### config.mk
export PLATFORM = sky130hd
export DESIGN_NAME = ram_dp_param
export DESIGN_NICKNAME = d
export VERILOG_FILES = /design/src/rtl/ram_dp_param.sv
export SDC_FILE = /design/constraint.sdc
export NUM_CORES = 1
export LEC_CHECK = 0
export ABC_AREA = 0
export CAP_MARGIN = 30
export CORE_MARGIN = 2
export CORE_UTILIZATION = 45
export CTS_CLUSTER_SIZE = 16
export DETAILED_ROUTE_END_ITERATION = 7
export PLACE_DENSITY_LB_ADDON = 0.05
export SLEW_MARGIN = 20
export SYNTH_ARGS = -nofsm -noshare
export SYNTH_HDL_FRONTEND = slang
export SYNTH_SLANG_ARGS = --single-unit
### constraint.sdc
create_clock -name clk -period 5.4 [get_ports clk]
set_input_delay 1.08 -clock clk [delete_from_list [all_inputs] [get_ports clk]]
set_output_delay 1.08 -clock clk [all_outputs]
set_load 0.03 [all_outputs]
### src/rtl/ram_dp_param.sv
// Parametrised true dual-port synchronous RAM with a reset-driven clear sequencer,
// read-during-write select, optional output register and cross-port collision flag.
// Define RAM_DP_PARITY_EN to add per-word even parity and the parity_err_a/b outputs.
`timescale 1ns/1ps

module ram_dp_param #(
    parameter int unsigned DATA_W   = 8,
    parameter int unsigned ADDR_W   = 5,
    parameter int unsigned RDW_MODE = 0,
    parameter int unsigned OUT_REG  = 0
) (
    input  logic              clk,
    input  logic              rst_n,
    input  logic              en_a,
    input  logic              we_a,
    input  logic [ADDR_W-1:0] addr_a,
    input  logic [DATA_W-1:0] data_in_a,
    output logic [DATA_W-1:0] data_out_a,
    output logic              valid_a,
    input  logic              en_b,
    input  logic              we_b,
    input  logic [ADDR_W-1:0] addr_b,
    input  logic [DATA_W-1:0] data_in_b,
    output logic [DATA_W-1:0] data_out_b,
    output logic              valid_b,
    output logic              collision,
`ifdef RAM_DP_PARITY_EN
    output logic              parity_err_a,
    output logic              parity_err_b,
`endif
    output logic              init_busy
);

    localparam int unsigned DEPTH = 2 ** ADDR_W;
`ifdef RAM_DP_PARITY_EN
    localparam int unsigned MEM_W = DATA_W + 1;
`else
    localparam int unsigned MEM_W = DATA_W;
`endif

    typedef enum logic {
        ST_INIT,
        ST_READY
    } state_t;

    state_t            state;
    logic [ADDR_W-1:0] ptr;
    logic [MEM_W-1:0]  mem [DEPTH];

    logic              acc_a, acc_b;
    logic              wr_a, wr_b, wr_b_eff;
    logic              same_addr, col_now;
    logic [MEM_W-1:0]  wr_word_a, wr_word_b;
    logic [MEM_W-1:0]  rd_word_a, rd_word_b;
    logic [DATA_W-1:0] next_a, next_b;

    logic [DATA_W-1:0] d1_a, d1_b;
    logic              v1_a, v1_b, col1;
`ifdef RAM_DP_PARITY_EN
    logic              pe_now_a, pe_now_b;
    logic              pe1_a, pe1_b;
`endif

    // Clear sequencer: one word per cycle, READY after the last word is written.
    always_ff @(posedge clk or negedge rst_n) begin
        if (!rst_n) begin
            state     <= ST_INIT;
            ptr       <= '0;
            init_busy <= 1'b1;
        end else if (state == ST_INIT) begin
            ptr <= ptr + 1'b1;
            if (ptr == '1) begin
                state     <= ST_READY;
                init_busy <= 1'b0;
            end
        end
    end

    always_comb begin
        acc_a     = (state == ST_READY) && en_a;
        acc_b     = (state == ST_READY) && en_b;
        wr_a      = acc_a && we_a;
        wr_b      = acc_b && we_b;
        same_addr = (addr_a == addr_b);
        // Port A wins a same-address double write; B's store is suppressed.
        wr_b_eff  = wr_b && !(wr_a && same_addr);
        col_now   = acc_a && acc_b && same_addr && (we_a || we_b);
    end

`ifdef RAM_DP_PARITY_EN
    assign wr_word_a = {^data_in_a, data_in_a};
    assign wr_word_b = {^data_in_b, data_in_b};
`else
    assign wr_word_a = data_in_a;
    assign wr_word_b = data_in_b;
`endif

    always_ff @(posedge clk) begin
        if (state == ST_INIT) begin
            mem[ptr] <= '0;
        end else begin
            if (wr_a)
                mem[addr_a] <= wr_word_a;
            if (wr_b_eff)
                mem[addr_b] <= wr_word_b;
        end
    end

    assign rd_word_a = mem[addr_a];
    assign rd_word_b = mem[addr_b];

    // Cross-port readers see pre-edge contents because the array updates non-blocking.
    always_comb begin
        next_a = rd_word_a[DATA_W-1:0];
        next_b = rd_word_b[DATA_W-1:0];
        if (RDW_MODE != 0 && we_a)
            next_a = data_in_a;
        if (RDW_MODE != 0 && we_b)
            next_b = data_in_b;
    end

`ifdef RAM_DP_PARITY_EN
    assign pe_now_a = acc_a && !we_a && (^rd_word_a);
    assign pe_now_b = acc_b && !we_b && (^rd_word_b);
`endif

    always_ff @(posedge clk or negedge rst_n) begin
        if (!rst_n) begin
            d1_a  <= '0;
            d1_b  <= '0;
            v1_a  <= 1'b0;
            v1_b  <= 1'b0;
            col1  <= 1'b0;
`ifdef RAM_DP_PARITY_EN
            pe1_a <= 1'b0;
            pe1_b <= 1'b0;
`endif
        end else begin
            v1_a  <= acc_a;
            v1_b  <= acc_b;
            col1  <= col_now;
`ifdef RAM_DP_PARITY_EN
            pe1_a <= pe_now_a;
            pe1_b <= pe_now_b;
`endif
            if (acc_a)
                d1_a <= next_a;
            if (acc_b)
                d1_b <= next_b;
        end
    end

    generate
        if (OUT_REG != 0) begin : g_oreg
            logic [DATA_W-1:0] d2_a, d2_b;
            logic              v2_a, v2_b, col2;
`ifdef RAM_DP_PARITY_EN
            logic              pe2_a, pe2_b;
`endif
            always_ff @(posedge clk or negedge rst_n) begin
                if (!rst_n) begin
                    d2_a  <= '0;
                    d2_b  <= '0;
                    v2_a  <= 1'b0;
                    v2_b  <= 1'b0;
                    col2  <= 1'b0;
`ifdef RAM_DP_PARITY_EN
                    pe2_a <= 1'b0;
                    pe2_b <= 1'b0;
`endif
                end else begin
                    v2_a  <= v1_a;
                    v2_b  <= v1_b;
                    col2  <= col1;
`ifdef RAM_DP_PARITY_EN
                    pe2_a <= pe1_a;
                    pe2_b <= pe1_b;
`endif
                    if (v1_a)
                        d2_a <= d1_a;
                    if (v1_b)
                        d2_b <= d1_b;
                end
            end
            assign data_out_a   = d2_a;
            assign data_out_b   = d2_b;
            assign valid_a      = v2_a;
            assign valid_b      = v2_b;
            assign collision    = col2;
`ifdef RAM_DP_PARITY_EN
            assign parity_err_a = pe2_a;
            assign parity_err_b = pe2_b;
`endif
        end else begin : g_noreg
            assign data_out_a   = d1_a;
            assign data_out_b   = d1_b;
            assign valid_a      = v1_a;
            assign valid_b      = v1_b;
            assign collision    = col1;
`ifdef RAM_DP_PARITY_EN
            assign parity_err_a = pe1_a;
            assign parity_err_b = pe1_b;
`endif
        end
    endgenerate

endmodule

==> out/metrics.yaml <==
status: "finished, final reports clean"
hold_class: "reg2reg"
worst_slew_pin_slew_ps: 1050
portBuffers: 51
cp.arrival_ps: 3910
die_area_um2: 39000
path_class: "in2reg"
drtAntennaViolNets: 0
critPathLaunchType: "input pin"
clk_latency_ps: 540
wl_per_cell_um: 34.0
grt_max_degree: 44
min_period_ps: 3760
first_global_vias: 11400
core_area_um2: 36700
finalCritPeriodShare: 0.696
synth-edff-count: 256
cp-end-kind: "flip-flop"
syn_inst: 1235
maxCapViolations: 0
drt_wl_total_um: 58500
fillCellCount: 3172
area_delta_synth_final_pct: 11.3
register_area_um2: 8340
cellPowerDensity_nw_per_um2: 289
cts_tree: "yes"
layout.nets: 1262
synth-main-ff-cell: "edfxtp_1"
grt_overflow_total: 0
ys_ff_latch: 282
hpwl_um: 37700
drc: 0
dp_cells: 1657
clockBufferDepth: 3
synth.largest_area_cell: "edfxtp_1"
syn-num-nets: 1269
grt_use_total: 0.304
synthTopCellsByArea: "edfxtp_1 (46%), mux2_2 (17%), mux2i_1 (9.1%)"
post_cts_resize_count: 0
netlist.area_leader.share: 0.456
drt_iter0_markers: 1487
final_layout_size_suffix_gt1_frac: 0.337
synth.avg_cell_area_um2: 13.6
yosysWarnings: 0
cts_setup_buffers: 0
ys_types: 49
rsz0062_at_grt: "false"
skew_ps: 17.0
synth_most_common_cell: "mux2_2"
cts-hold-fix-buffers: 0
die_h_um: 197
gp_congestion: 0.939
finalNonFillerCells: 1721
holdWs_ps: 481
path_max_fanout: 23
async_flop_share: 0.0922
grt_pass1_wl_um: 84200
die_w_um: 197
final.setup.tns_ps: 0
critPathRequiredTime_ps: 5560
maxSlewViolCount: 0
place_area_um2: 17600
rows: 70
pre_cts_ws_ps: 1140
clock-root-buffer: "clkbuf_16"
first_pass_iters: 6
fin_ws_ps: 1640
initial_utilization: 0.459
power_leakage_nw: 7.36
relSlewSlack: 0.298
antenna_found_initial: 0
peakVddDrop_v: 0.000217
finalSetupViolations: 0
hold_violations: 0
io_pins: 52
clk_pin_slew_worst_paths_ps: 60
cts-htree-levels: 2
syn_area_um2: 16800
clkSinkCount: 282
synth_common_cells: "mux2_2 (258), edfxtp_1 (256), mux2i_1 (153)"
fmax_mhz: 266
multi_input_area_um2: 7900
fin_area_um2: 18800
synth_seq_area_share: 0.495
vias: 11600
viasPerCell: 6.74
cts_buffers: 34
-- metrics by stage --
stage	utilization	power, mW
floorplan	-	2.81
global placement	0.478	3.05
detailed placement	0.479	3.05
CTS	0.510	5.43
global route	0.511	5.56
finish	0.511	5.42
-- routing by layer --
metal	share of wire	track usage	vias up
met5	0	0	-
met4	0.029	0.0919	0
met3	0.077	0.0447	98
met2	0.46	0.481	556
met1	0.43	0.435	6069
li1	-	-	4872
-- cell families (layout without fill, tap and decap cells) --
family / count (synthesis) / count (layout) / share of synthesized area
compound gates: 191 / 191 / 0.0819
xor+xnor: 8 / 8 / 0.00416
fa+ha+maj: 2 / 2 / 0.00149
buf+inv: 136 / 153 / 0.0368
flops: 282 / 282 / 0.495
mux: 463 / 463 / 0.333
other cells: 0 / 1 / 0
simple gates: 153 / 153 / 0.0475
-- worst paths after layout --
| path | start | endpoint | slack, ps | cells past startpoint |
|---|---|---|---|---|
| setup reg to reg | state | mem[4][0] | 2160 | 6 |
| hold reg to reg | init_busy | init_busy | 480 | 1 |
| hold / removal | init_busy | init_busy | 480 | 1 |
| max in group asynchronous | rst_n | init_busy | 4140 | 2 |
| setup / recovery | addr_b[2] | mem[6][4] | 1640 | 6 |
| min in group asynchronous | rst_n | valid_a | 950 | 2 |
-- registers in the layout, indices dropped and copies added, names as in the netlist --
register,count
collision,1
data_out_a,8
data_out_b,8
init_busy,1
mem,256
ptr,5
state,1
valid_a,1
valid_b,1
-- critical path, cell delays in order --
cell,delay [ps]
clkdlybuf4s50_1,460
buf_4,280
nor2b_1,590
nor2b_1,430
and2_1,550
o21bai_1,500
-- area by class of cell --
class | instances | area share
clock inverters | 14 | 0.0101
flip-flops and latches | 282 | 0.445
repair buffers | 90 | 0.0409
inverters | 3 | 0.000601
multi-input cells | 817 | 0.421
clock buffers | 46 | 0.0512
well taps | 468 | 0.0312
diodes | 1 | 0.000133
-- power breakdown --
part	switching (mW)	internal, mW	total, mW
registers	0.0185	2.40	2.41
logic	0.377	0.222	0.599
clock network	0.925	1.48	2.41
total	1.32	4.10	5.42
-- cell usage in the layout, fill, tap and decap left out, types with 17 or more instances in the layout --
cell and instances:
nand3_1 20, a22o_1 18, mux2i_1 153, o21ai_0 17, clkdlybuf4s50_1 41, dfrtp_1 25
mux2_2 258, a22oi_1 51, a21oi_1 29, mux4_2 52, nand2_1 54, buf_4 29
edfxtp_1 256, and2_1 24, clkbuf_16 37
Power figures use the tool's default switching activity.
